**config.mk**
```make
export PLATFORM = sky130hd
export DESIGN_NAME = spike_rx_interface
export DESIGN_NICKNAME = d
export VERILOG_FILES = /design/src/rtl/spike_rx_interface_pkg.sv /design/src/rtl/spike_rx_interface_fifo.sv /design/src/rtl/spike_rx_interface.sv
export SDC_FILE = /design/constraint.sdc
export NUM_CORES = 1
export LEC_CHECK = 0
export CORE_AREA = 2 2 152 154
export DETAILED_ROUTE_END_ITERATION = 10
export DIE_AREA = 0 0 154 156
export GPL_ROUTABILITY_DRIVEN = 0
export PLACE_DENSITY = 0.84
export SLEW_MARGIN = 20
export SYNTH_ARGS = -nofsm -noshare
export SYNTH_HDL_FRONTEND = slang
export SYNTH_SLANG_ARGS = --single-unit
```
**constraint.sdc**
```tcl
create_clock -name clk -period 7.47 [get_ports clk]
set_clock_uncertainty 0.15 [all_clocks]
set_input_delay 0.747 -clock clk [delete_from_list [all_inputs] [get_ports clk]]
set_output_delay 0.747 -clock clk [all_outputs]
set_load 0.03 [all_outputs]
```
**src/rtl/spike_rx_interface_pkg.sv**
```systemverilog
// Shared definitions for the spike receive interface: packet layout,
// CPU register offsets and CPU read FSM encodings.
package spike_rx_interface_pkg;

  localparam int unsigned PKT_W = 32;

  // Spike packet as carried on the router local port
  typedef struct packed {
    logic [3:0] dst_x;
    logic [3:0] dst_y;
    logic [3:0] src_x;
    logic [3:0] src_y;
    logic [7:0] src_neuron;
    logic [7:0] payload;
  } spike_pkt_t;

  // CPU-visible register byte offsets
  localparam logic [3:0] REG_STATUS   = 4'h0;
  localparam logic [3:0] REG_POP      = 4'h4;
  localparam logic [3:0] REG_PEEK     = 4'h8;
  localparam logic [3:0] REG_MISROUTE = 4'hC;

  // CPU read FSM encodings
  localparam logic [1:0] ST_IDLE = 2'd0;
  localparam logic [1:0] ST_RESP = 2'd1;
  localparam logic [1:0] ST_DONE = 2'd2;

  // STATUS word: sticky overflow in bit 31, occupancy in the low byte
  function automatic logic [PKT_W-1:0] status_word(input logic ovf, input logic [7:0] cnt);
    return {ovf, 23'b0, cnt};
  endfunction

endpackage

```
**src/rtl/spike_rx_interface_fifo.sv**
```systemverilog
// Synchronous packet FIFO: push/pop with full, empty, occupancy and head data.
// Pushes when full and pops when empty are ignored.
module spike_rx_interface_fifo #(
  parameter int unsigned DEPTH = 8,
  parameter int unsigned WIDTH = 32
) (
  input  logic                     clk,
  input  logic                     rst,
  input  logic                     push_i,
  input  logic [WIDTH-1:0]         din_i,
  input  logic                     pop_i,
  output logic                     full_o,
  output logic                     empty_o,
  output logic [$clog2(DEPTH):0]   count_o,
  output logic [WIDTH-1:0]         head_o
);

  localparam int unsigned AW = $clog2(DEPTH);
  localparam int unsigned CW = AW + 1;

  logic [WIDTH-1:0] mem_q [DEPTH];
  logic [AW-1:0]    wr_ptr_q, wr_ptr_d;
  logic [AW-1:0]    rd_ptr_q, rd_ptr_d;
  logic [CW-1:0]    count_q, count_d;
  logic             do_push, do_pop;

  assign full_o  = (count_q == CW'(DEPTH));
  assign empty_o = (count_q == '0);
  assign count_o = count_q;
  assign head_o  = mem_q[rd_ptr_q];

  assign do_push = push_i && !full_o;
  assign do_pop  = pop_i && !empty_o;

  // Next pointers and occupancy; power-of-two depth makes pointer wrap free
  always_comb begin
    wr_ptr_d = wr_ptr_q;
    rd_ptr_d = rd_ptr_q;
    count_d  = count_q;
    if (do_push) wr_ptr_d = wr_ptr_q + AW'(1);
    if (do_pop)  rd_ptr_d = rd_ptr_q + AW'(1);
    case ({do_push, do_pop})
      2'b10:   count_d = count_q + CW'(1);
      2'b01:   count_d = count_q - CW'(1);
      default: count_d = count_q;
    endcase
  end

  // Pointer and occupancy registers
  always_ff @(posedge clk or negedge rst) begin
    if (!rst) begin
      wr_ptr_q <= '0;
      rd_ptr_q <= '0;
      count_q  <= '0;
    end else begin
      wr_ptr_q <= wr_ptr_d;
      rd_ptr_q <= rd_ptr_d;
      count_q  <= count_d;
    end
  end

  // Packet storage, written on accepted push
  always_ff @(posedge clk) begin
    if (do_push) mem_q[wr_ptr_q] <= din_i;
  end

endmodule

```
**src/rtl/spike_rx_interface.sv**
```systemverilog
// Receive-side network interface of a mesh node. Filters packets from the
// router local port on destination, buffers local ones and serves them to the
// CPU through a busywait read port (STATUS / POP / PEEK / MISROUTE_COUNT).
// Optional feature macro: SPIKE_RX_IRQ_EN (registered occupancy interrupt).
module spike_rx_interface
  import spike_rx_interface_pkg::*;
#(
  parameter int unsigned DATA_WIDTH    = 32,
  parameter int unsigned FIFO_DEPTH    = 8,
  parameter int unsigned LOCAL_X       = 0,
  parameter int unsigned LOCAL_Y       = 0,
  parameter int unsigned IRQ_THRESHOLD = 1
) (
  input  logic                  clk,
  input  logic                  rst,
  input  logic                  pkt_in_valid,
  input  logic [DATA_WIDTH-1:0] pkt_in_data,
  output logic                  pkt_in_ready,
  input  logic                  mem_read,
  input  logic [3:0]            mem_address,
  output logic [DATA_WIDTH-1:0] mem_readdata,
  output logic                  mem_busywait,
  output logic                  spike_irq
);

  localparam int unsigned CW = $clog2(FIFO_DEPTH) + 1;

  // Elaboration-time parameter sanity
  if ((FIFO_DEPTH < 2) || ((FIFO_DEPTH & (FIFO_DEPTH - 1)) != 0)) begin : g_bad_depth
    $error("FIFO_DEPTH must be a power of two >= 2");
  end
  if (IRQ_THRESHOLD > FIFO_DEPTH) begin : g_bad_thresh
    $error("IRQ_THRESHOLD exceeds FIFO_DEPTH");
  end

  spike_pkt_t            pkt_c;
  logic                  accept_c, is_local_c;
  logic                  fifo_full, fifo_empty;
  logic [CW-1:0]         fifo_count;
  logic [PKT_W-1:0]      fifo_head;
  logic                  overflow_q;
  logic [PKT_W-1:0]      misroute_q;
  logic [1:0]            state_q, state_d;
  logic                  busy_c, rd_en_c, pop_c;
  logic [PKT_W-1:0]      rd_mux_c;
  logic [DATA_WIDTH-1:0] readdata_q;

  assign pkt_c        = spike_pkt_t'(pkt_in_data);
  assign pkt_in_ready = !fifo_full;
  assign accept_c     = pkt_in_valid && pkt_in_ready;
  assign is_local_c   = (pkt_c.dst_x == 4'(LOCAL_X)) && (pkt_c.dst_y == 4'(LOCAL_Y));

  spike_rx_interface_fifo #(
    .DEPTH (FIFO_DEPTH),
    .WIDTH (PKT_W)
  ) u_fifo (
    .clk     (clk),
    .rst     (rst),
    .push_i  (accept_c && is_local_c),
    .din_i   (pkt_c),
    .pop_i   (pop_c),
    .full_o  (fifo_full),
    .empty_o (fifo_empty),
    .count_o (fifo_count),
    .head_o  (fifo_head)
  );

  // Sticky overflow flag and saturating misroute counter
  always_ff @(posedge clk or negedge rst) begin
    if (!rst) begin
      overflow_q <= 1'b0;
      misroute_q <= '0;
    end else begin
      if (pkt_in_valid && fifo_full) overflow_q <= 1'b1;
      if (accept_c && !is_local_c && (misroute_q != '1)) misroute_q <= misroute_q + PKT_W'(1);
    end
  end

  // CPU read FSM state register
  always_ff @(posedge clk or negedge rst) begin
    if (!rst) state_q <= ST_IDLE;
    else      state_q <= state_d;
  end

  // CPU read FSM: one busywait cycle, capture on leaving IDLE, wait for mem_read to drop
  always_comb begin
    state_d = state_q;
    busy_c  = 1'b0;
    rd_en_c = 1'b0;
    case (state_q)
      ST_IDLE: begin
        if (mem_read) begin
          busy_c  = 1'b1;
          rd_en_c = 1'b1;
          state_d = ST_RESP;
        end
      end
      ST_RESP: state_d = ST_DONE;
      ST_DONE: if (!mem_read) state_d = ST_IDLE;
      default: state_d = ST_IDLE;
    endcase
  end

  assign mem_busywait = busy_c;
  assign pop_c        = rd_en_c && (mem_address == REG_POP) && !fifo_empty;

  // Register read mux; empty FIFO and unaligned offsets read as zero
  always_comb begin
    rd_mux_c = '0;
    case (mem_address)
      REG_STATUS:   rd_mux_c = status_word(overflow_q, 8'(fifo_count));
      REG_POP,
      REG_PEEK:     rd_mux_c = fifo_empty ? '0 : fifo_head;
      REG_MISROUTE: rd_mux_c = misroute_q;
      default:      rd_mux_c = '0;
    endcase
  end

  // Read data register, loaded as the request is taken
  always_ff @(posedge clk or negedge rst) begin
    if (!rst)         readdata_q <= '0;
    else if (rd_en_c) readdata_q <= DATA_WIDTH'(rd_mux_c);
  end

  assign mem_readdata = readdata_q;

`ifdef SPIKE_RX_IRQ_EN
  logic irq_q;

  // Occupancy interrupt, one cycle behind the count
  always_ff @(posedge clk or negedge rst) begin
    if (!rst) irq_q <= 1'b0;
    else      irq_q <= (32'(fifo_count) >= IRQ_THRESHOLD);
  end

  assign spike_irq = irq_q;
`else
  assign spike_irq = 1'b0;
`endif

endmodule
```
==> results of run 1 <==
[layout make-up]
| type | count | area (um^2) | area share |
|---|---|---|---|
| tap | 285 | 357 | 0.0230 |
| multi-input combinational | 324 | 3400 | 0.220 |
| clock inverter | 16 | 124 | 0.00800 |
| inverter | 10 | 37.5 | 0.00242 |
| sequential | 333 | 9620 | 0.621 |
| timing repair buffer | 87 | 946 | 0.0611 |
| clock buffer | 46 | 1000 | 0.0646 |
[metal layers]
layer / global-route usage / up-vias
met1: 0.315 / 3606
met5: 0 / -
li1: - / 2991
met3: 0.0403 / 60
met2: 0.408 / 315
met4: 0.0730 / 0
[synth_stat cells, types with 7 or more instances]
master | instances | share of area
o21ai_1 | 27 | 0.010
dfrtp_1 | 77 | 0.15
nor2_1 | 11 | 0.0031
nand3_1 | 15 | 0.0057
mux4_2 | 64 | 0.11
and4_1 | 8 | 0.0053
nor3_1 | 7 | 0.0027
xnor2_1 | 31 | 0.021
xor2_1 | 8 | 0.0053
nand4_1 | 10 | 0.0048
nand2_1 | 25 | 0.0071
and3_1 | 10 | 0.0048
mux2i_1 | 33 | 0.025
a22oi_1 | 32 | 0.018
clkbuf_1 | 16 | 0.0046
edfxtp_1 | 256 | 0.58
inv_1 | 10 | 0.0029
buf_2 | 9 | 0.0034
[flip-flops by register name (all words and copies together), names as in the netlist]
| signal | count |
|---|---|
| u_fifo.mem_q | 256 |
| mem_readdata | 32 |
| overflow_q | 1 |
| u_fifo.count_o | 4 |
| state_q | 2 |
| u_fifo.rd_ptr_q | 3 |
| misroute_q | 32 |
| u_fifo.wr_ptr_q | 3 |
[power groups by stage]
| stage | sequential [mW] | clock (mW) | combinational (mW) |
|---|---|---|---|
| floorplan | 2.24 | 0 | 0.608 |
| global placement | 2.25 | 0 | 0.861 |
| detailed placement | 2.25 | 0 | 0.887 |
| CTS | 2.22 | 1.70 | 0.900 |
| global route | 2.24 | 1.77 | 0.954 |
| finish | 2.22 | 1.68 | 0.893 |
[worst max-delay path: stages]
cell	delay [ns]
clkdlybuf4s50_1	0.59
nor4_1	0.71
nand2_1	0.16
nor3_1	0.46
nand2_1	0.40
nor3_4	0.68
buf_4	0.45
[stage by stage]
| step | utilization | std cells | hold WS [ns] |
|---|---|---|---|
| final | 0.693 | 1101 | 0.236 |
| after global placement | 0.635 | 1033 | 0.308 |
| after CTS | 0.688 | 1097 | 0.270 |
| after floorplan | - | 700 | 0.279 |
| after detailed placement | 0.637 | 1035 | 0.308 |
| after global routing | 0.693 | 1101 | 0.321 |
[worst max path at each step]
stage,end
2_1_floorplan,u_fifo.mem_q[4][0]$_DFFE_PP_
3_3_place_gp,u_fifo.mem_q[4][8]$_DFFE_PP_
3_5_place_dp,u_fifo.mem_q[4][5]$_DFFE_PP_
4_1_cts,u_fifo.mem_q[4][16]$_DFFE_PP_
5_1_grt,u_fifo.mem_q[4][9]$_DFFE_PP_
6_report,u_fifo.mem_q[4][4]$_DFFE_PP_
[logic make-up (layout without fill, tap and decap cells)]
| family | count (synthesis) | after routing | synth area share |
|---|---|---|---|
| DFF | 333 | 333 | 0.730 |
| adders and majority gates | 7 | 7 | 0.00722 |
| muxes | 100 | 100 | 0.137 |
| AOI/OAI and AO/OA | 72 | 72 | 0.0382 |
| xor gates and xnor gates | 39 | 39 | 0.0260 |
| buffers and inverters | 43 | 159 | 0.0157 |
| other | 1 | 1 | 0.000285 |
| and+or+nand+nor | 105 | 105 | 0.0450 |
==> impl_metrics.tcl, run 1 <==
set metrics [dict create \
    drcViolationCount 0 \
    rrSetupSlack_ns 3.98 \
    p_leak_nw 5.23 \
    final_cell_mix "256 x edfxtp_1, 74 x dfrtp_1, 72 x clkdlybuf4s50_1" \
    yosysWarnings 0 \
    drtPass1Iterations 5 \
    final_common_cell "edfxtp_1" \
    cts_root_buffer "clkbuf_16" \
    yosysSeqAreaShare 0.730 \
    top_layer "met4" \
    synth_ff_type "edfxtp_1" \
    cts.path.max_buffers 3 \
    drt_iter0_drc 573 \
    async_reset_ff_frac 0.231 \
    crit_path_end_kind "flop" \
    timing.final.ws_setup_ns 3.26 \
    combPwrFrac 0.186 \
    fillers 1286 \
    syn_avg_cell_area_um2 18.8 \
    wl_met3_um 1900 \
    grt_usage 0.237 \
    grt_pass1_vias 7324 \
    outcome "complete, no violations" \
    wl_met2_um 14500 \
    viasPerCell 6.33 \
    slew_headroom 0.333 \
    cts_buffers 34 \
    cts_setup_buffers 0 \
    dp_hpwl_um 16000 \
    hold_violations 0 \
    io_buffers 73 \
    syn_inst 700 \
    p_switching_mw 1.26 \
    clk_latency_ns 0.52 \
    tns_ns 0 \
    cp.arrival_ns 4.23 \
    r2r-start "state_q[1]$_DFFE_PN0P_" \
    slew_violations 0 \
    antenna_cells 0 \
    final.min_clock_period_ns 4.21 \
    drive_gt1_frac 0.178 \
    path_clk_slew_ns 0.06 \
    syn2layout_area_growth_pct 17.7 \
    r2r_end "u_fifo.count_o[3]$_DFFE_PN0P_" \
    critPathKind "in -> reg" \
    wire_per_inst_um 25.5 \
    p_seq_frac 0.463 \
    wl_met1_um 11000 \
    cp_data_required_time_ns 7.49 \
    cts_tree "yes" \
    coreArea_mm2 0.0224 \
    max-cap-violations 0 \
    die_w_um 154 \
    switching_share 0.262 \
    initial_core_util 0.588 \
    pre_cts_slack_ns 2.54 \
    stdcell_area_mm2 0.0155 \
    htree_levels 2 \
    cp_max_fo 21 \
    worstSetupStartpoint "pkt_in_data[28]" \
    power_mw 4.80 \
    ys_seq_elements 333 \
    fmax_mhz 238 \
    fin_nets 837 \
    fin_crit_sh 0.563 \
    placed_area_mm2 0.0143 \
    p_int_mw 3.54 \
    rsz0062_at_grt "no" \
    ant_nets 0 \
    hold_buffers 0 \
    cts_resized 0 \
    finalSetupViolations 0 \
    grt_max_degree 78 \
    rows 55 \
    synth_nets 747 \
    synth_edf_count 256 \
    hp-class "in -> async" \
    wirelength_um 28100 \
    clkPwrFrac 0.351 \
    syn_area_mm2 0.0132 \
    cts_sinks 333 \
    antenna_found_initial 0 \
    reg2reg_depth 11 \
    worst_slew_pin_slew_ns 0.993 \
    synth_cell_types 46 \
    grt-ovfl-total 0 \
    ir_worst_vdd_v 0.000162 \
    grt_pass1_wl_um 42600 \
    power.density_mw_per_mm2 310 \
    io_pins 75 \
    num_vias 6972 \
    dieHeight_um 156 \
    die-area_mm2 0.0240 \
    worst_setup_path_start_kind "primary input" \
]
Power figures use the tool's default switching activity.
==> run 2: changes to the inputs <==
--- a/config.mk
+++ b/config.mk
@@ -5,11 +5,11 @@
 export SDC_FILE = /design/constraint.sdc
 export NUM_CORES = 1
 export LEC_CHECK = 0
-export CORE_AREA = 2 2 152 154
+export CORE_AREA = 2 2 153 155
 export DETAILED_ROUTE_END_ITERATION = 10
-export DIE_AREA = 0 0 154 156
+export DIE_AREA = 0 0 155 157
 export GPL_ROUTABILITY_DRIVEN = 0
-export PLACE_DENSITY = 0.84
+export PLACE_DENSITY = 0.83
 export SLEW_MARGIN = 20
 export SYNTH_ARGS = -nofsm -noshare
 export SYNTH_HDL_FRONTEND = slang
==> constraint.sdc (replaced) <==
create_clock -name clk -period 4.2 [get_ports clk]
set_clock_uncertainty 0.15 [all_clocks]
set_input_delay 0.42 -clock clk [delete_from_list [all_inputs] [get_ports clk]]
set_output_delay 0.42 -clock clk [all_outputs]
set_load 0.03 [all_outputs]
==> run 2 against run 1 <==
Setup slack worse by 2.3 ns. Sequential share of layout area is 0.086 points higher. Hold slack better by 0.10 ns. Flip-flop and latch count did not move. Non-clock buffer count grew 9. Register-to-register slack got worse by 3.0 ns. Critical path depth rose by 3. Count of clock-buffer cells in the layout fell by 4. Highest routed layer unchanged. Utilization fell by 0.52 points.
==> impl_metrics.tcl, run 2 (synthesis gave the netlist of run 1 again) <==
set metrics [dict create \
    cts_sinks 333 \
    holdPathStages 1 \
    grt_max_degree 78 \
    outcome "complete, no violations" \
    multiInputGateArea_mm2 0.00340 \
    final_cell_mix "256 x edfxtp_1, 74 x dfrtp_1, 72 x clkdlybuf4s50_1" \
    clk_latency_ns 0.51 \
    r2r_end "u_fifo.count_o[3]$_DFFE_PN0P_" \
    max-cap-violations 0 \
    grt_pass1_wl_um 43200 \
    fillers 1353 \
    fin_crit_sh 0.772 \
    cp.arrival_ns 3.48 \
    seq_area_mm2 0.00962 \
    worst_setup_path_start_kind "flop" \
    die-area_mm2 0.0243 \
    syn2layout_area_growth_pct 17.5 \
    path_clk_slew_ns 0.07 \
    rsz0062_at_grt "no" \
    final_common_cell "edfxtp_1" \
    coreArea_mm2 0.0225 \
    wirelength_um 28100 \
    drive_gt1_frac 0.188 \
    drt_iter0_drc 565 \
    drcViolationCount 0 \
    grt_pass1_vias 7398 \
    cp_slowest_stage_delay_ns 0.51 \
    wire_per_inst_um 25.3 \
    cp_max_fo 8 \
    tns_ns 0 \
    dp_hpwl_um 16600 \
    rows 55 \
    crit_path_end_kind "flop" \
    num_vias 7038 \
    cts_root_buffer "clkbuf_16" \
    worst_slew_pin_slew_ns 0.959 \
    io_buffers 73 \
    crit_path_frequent_cell "ha_1" \
    whs_endpoint "overflow_q$_DFFE_PN0P_" \
    initial_core_util 0.585 \
    largest_register "u_fifo.mem_q" \
    grt_usage 0.239 \
    critPathKind "reg -> reg" \
    power.density_mw_per_mm2 550 \
    cts_buffers 34 \
    ir_worst_vdd_v 0.000275 \
    final.min_clock_period_ns 3.24 \
    io_pins 75 \
    hold_violations 0 \
    grt-ovfl-total 0 \
    drtPass1Iterations 5 \
    ant_nets 0 \
    cp_slowest_cell "or3_1" \
    worstHoldStart "overflow_q$_DFFE_PN0P_" \
    rrSetupSlack_ns 0.96 \
    slew_headroom 0.356 \
    antenna_found_initial 1 \
    instances_no_fill 1110 \
    r2r-start "state_q[1]$_DFFE_PN0P_" \
    cp_cell_sequence "or3b_1 > or3_1 > nor4b_4 > ha_1 > ha_1 > a21o_1 > a21oi_1 > xnor2_1 > nor2_1 > xor2_1" \
    fmax_mhz 308 \
    reg2reg_depth 10 \
    hp-class "reg -> reg" \
    fin_nets 846 \
    cts_tree "yes" \
    die_w_um 155 \
    cts.path.max_buffers 3 \
    slew_violations 0 \
    largest_reg_flops 256 \
    viasPerCell 6.34 \
    cp_data_required_time_ns 4.44 \
    p_leak_nw 5.24 \
    place_inst 1047 \
    dieHeight_um 157 \
    finalSetupViolations 0 \
    htree_levels 2 \
]
-- run 2: how the worst max path moves through the flow --
stage,from,endpoint,slack [ns],cells past startpoint
floorplan,pkt_in_data[29],u_fifo.mem_q[4][0]$_DFFE_PP_,0.06,5
global placement,mem_read,u_fifo.count_o[3]$_DFFE_PN0P_,0.53,11
detailed placement,mem_read,u_fifo.count_o[3]$_DFFE_PN0P_,0.47,11
CTS,state_q[1]$_DFFE_PN0P_,u_fifo.count_o[3]$_DFFE_PN0P_,0.95,10
global route,state_q[1]$_DFFE_PN0P_,u_fifo.count_o[3]$_DFFE_PN0P_,0.80,10
finish,state_q[1]$_DFFE_PN0P_,u_fifo.count_o[3]$_DFFE_PN0P_,0.96,10
-- run 2: critical path, delay by kind of cell, from the launching register on --
kind	cells	cell delay, ns
adder cells (fa/ha/maj)	2	0.52
AND/OR/NAND/NOR	4	1.42
XOR/XNOR	2	0.29
flip-flops	1	0.39
AO/OA/AOI/OAI	2	0.36
-- run 2: area by class of cell --
| cell class | count | area share |
|---|---|---|
| Timing Repair Buffer | 96 | 0.0611 |
| Clock inverter | 19 | 0.0133 |
| Multi-Input combinational cell | 324 | 0.220 |
| Tap cell | 285 | 0.0230 |
| Inverter | 10 | 0.00243 |
| Clock buffer | 42 | 0.0583 |
| Antenna cell | 1 | 0.000162 |
| Sequential cell | 333 | 0.622 |
-- run 2: what timing repair did --
item,in CTS,in global routing
endpoints found under the hold margin,77,0
gates resized for setup,0,0
buffers inserted,0,0
hold buffers,1,0
-- run 2: layer usage --
metal,global-route usage,part of all wire
met1,0.319,0.40
met2,0.399,0.51
met3,0.0476,0.071
met4,0.0860,0.020
met5,0,0
-- run 2: per-stage QoR --
step	hold slack, ns	util	setup slack (ns)	power [mW]	area [um^2]
5_1_grt	0.343	0.688	0.804	8.80	15500
3_3_place_gp	0.306	0.637	0.532	5.53	14300
2_1_floorplan	-0.0256	-	0.0571	5.07	13200
3_5_place_dp	0.324	0.637	0.470	5.59	14300
4_1_cts	0.339	0.687	0.951	8.57	15500
6_report	0.336	0.688	0.958	8.51	15500
-- run 2: where the power goes --
group | total, mW | switching, mW | leakage, nW | internal [mW]
Combinational | 1.54 | 0.721 | 1.37 | 0.819
Sequential | 3.98 | 0.291 | 3.34 | 3.69
Clock | 2.99 | 1.21 | 0.529 | 1.78
Total | 8.51 | 2.22 | 5.24 | 6.29
==> run 3: changes to the inputs <==
==> constraint.sdc (replaced) <==
create_clock -name clk -period 3.2 [get_ports clk]
set_clock_uncertainty 0.15 [all_clocks]
set_input_delay 0.32 -clock clk [delete_from_list [all_inputs] [get_ports clk]]
set_output_delay 0.32 -clock clk [all_outputs]
set_load 0.03 [all_outputs]
==> run 3 against run 2 <==
Hold slack got worse by 0.041 ns. Cell count up 1.7%. Setup slack got worse by 0.71 ns. Design area is 2.0% higher. Power grew 31%. First-iteration DRC count grew 19%.
==> impl_metrics.tcl, run 3 (synthesis gave the netlist of run 1 again) <==
set metrics [dict create \
    drive_gt1_frac 0.205 \
    clk_latency_ns 0.51 \
    fmax_mhz 338 \
    finalSetupViolations 0 \
    num_vias 7267 \
    cts_sinks 333 \
    cts_resized 0 \
    syn2layout_area_growth_pct 19.9 \
    fin_nets 866 \
    cts_setup_buffers 0 \
    clkPwrFrac 0.343 \
    hp-class "in -> async" \
    wirelength_um 29200 \
    p_switching_mw 2.91 \
    final.min_clock_period_ns 2.96 \
    rows 55 \
    antenna_found_initial 0 \
    grt_pass1_vias 7715 \
    cp_slowest_stage_delay_ns 0.57 \
    worst_setup_path_start_kind "primary input" \
    cts.path.max_buffers 3 \
    die_w_um 155 \
    hold_violations 0 \
    htree_levels 2 \
    cts_buffers 34 \
    viasPerCell 6.44 \
    crit_path_end_kind "flop" \
    final_common_cell "edfxtp_1" \
    slew_headroom 0.420 \
    final_cell_mix "256 x edfxtp_1, 74 x dfrtp_1, 72 x clkdlybuf4s50_1" \
    initial_core_util 0.585 \
    largest_reg_flops 256 \
    cts_tree "yes" \
    ir_worst_vdd_v 0.000451 \
    power.density_mw_per_mm2 708 \
    place_inst 1067 \
    outcome "complete, no violations" \
    instances_no_fill 1129 \
    crit_family "simple AND/OR/NAND/NOR gates" \
    combPwrFrac 0.189 \
    hold_slack_ns 0.295 \
    max-cap-violations 0 \
    die-area_mm2 0.0243 \
    p_int_mw 8.27 \
    slew_violations 0 \
    io_buffers 73 \
    grt_pass1_wl_um 44500 \
    largest_register "u_fifo.mem_q" \
    cp_num_buf_inv 2 \
    coreArea_mm2 0.0225 \
    drt_iter0_drc 672 \
    grt-ovfl-total 0 \
    wire_per_inst_um 25.9 \
    worst_slew_pin_slew_ns 0.864 \
    p_leak_nw 5.37 \
    cp_slowest_cell "nor4_1" \
    ant_nets 0 \
    cp_cell_sequence "clkdlybuf4s50_1 > nor4_1 > nand2_1 > nor3_1 > inv_1 > ha_1 > ha_1 > a21o_1 > a21oi_1 > xnor2_1 > nor2_1 > xor2_1" \
    dieHeight_um 157 \
    cp_data_required_time_ns 3.43 \
    switching_share 0.260 \
    grt_usage 0.247 \
    grt_max_degree 78 \
    critPathKind "in -> reg" \
    p_seq_frac 0.468 \
    drtPass1Iterations 5 \
    antenna_cells 0 \
    cts_root_buffer "clkbuf_16" \
    dp_hpwl_um 16900 \
    cp.arrival_ns 3.18 \
    cp_max_fo 3 \
    rsz0062_at_grt "no" \
    drcViolationCount 0 \
    crit_path_frequent_cell "ha_1" \
    path_clk_slew_ns 0.06 \
    io_pins 75 \
    fin_crit_sh 0.924 \
]
==> run 3: cell count changes in the layout (fill, tap and decap cells not counted), sizes merged <==
cell and change:
buf +20, bufinv -1, clkbuf +6, clkinv -1, clkinvlp -3, diode -1
inv -1
==> run 3: layout make-up <==
class | instances | area (um^2)
clock buffers | 48 | 945
clock inverters | 13 | 143
fillers | 1245 | 6720
inverters | 10 | 37.5
multi-input cells | 324 | 3410
flip-flops and latches | 333 | 9620
well taps | 285 | 357
repair buffers | 116 | 1270
==> run 3: metrics by stage <==
step                worst slack [ns]  power, mW  setup TNS (ns)  utilization  instance area [um^2]
finish                         0.243       11.2               0        0.701                 15800
global route                  0.0965       11.5               0        0.701                 15800
CTS                            0.257       11.2               0        0.701                 15800
detailed placement           -0.0745       7.39         -0.0745        0.653                 14700
global placement             -0.0425       7.33         -0.0425        0.652                 14700
floorplan                     0.0104       6.66               0            -                 13200
==> run 3: what timing repair did <==
| action | 4_1_cts | 5_1_grt |
|---|---|---|
| setup endpoints to repair | 0 | 0 |
| endpoints found under the hold margin | 77 | 0 |
| hold buffers | 1 | 0 |
==> run 3: path summary, 6_finish.rpt <==
check                                             from                        endpoint  slack [ns]  cells past startpoint
worst max-delay path                   pkt_in_data[28]   u_fifo.count_o[3]$_DFFE_PN0P_        0.24                     12
max in group asynchronous                          rst  u_fifo.rd_ptr_q[1]$_DFFE_PN0P_        2.07                      2
worst max register to register  state_q[1]$_DFFE_PN0P_   u_fifo.count_o[3]$_DFFE_PN0P_        0.27                     10
min in group clk                              mem_read          state_q[1]$_DFFE_PN0P_        0.30                      3
worst min-delay path                               rst     mem_readdata[3]$_DFFE_PN0P_        0.29                      2
worst min register to register  overflow_q$_DFFE_PN0P_          overflow_q$_DFFE_PN0P_        0.31                      1
==> run 3: metal layers <==
metal | track usage | vias up | share of wire
met4 | 0.0961 | 0 | 0.036
met3 | 0.0435 | 85 | 0.072
met1 | 0.321 | 3760 | 0.38
met2 | 0.422 | 383 | 0.51
li1 | - | 3039 | -
met5 | 0 | - | 0
==> run 3: power groups by stage <==
stage                     logic, mW  registers (mW)  clock network [mW]
after floorplan                1.42            5.24                   0
after global placement         2.03            5.29                   0
after detailed placement       2.09            5.30                   0
after CTS                      2.13            5.23                3.88
after global routing           2.26            5.26                4.02
final                          2.11            5.23                3.84
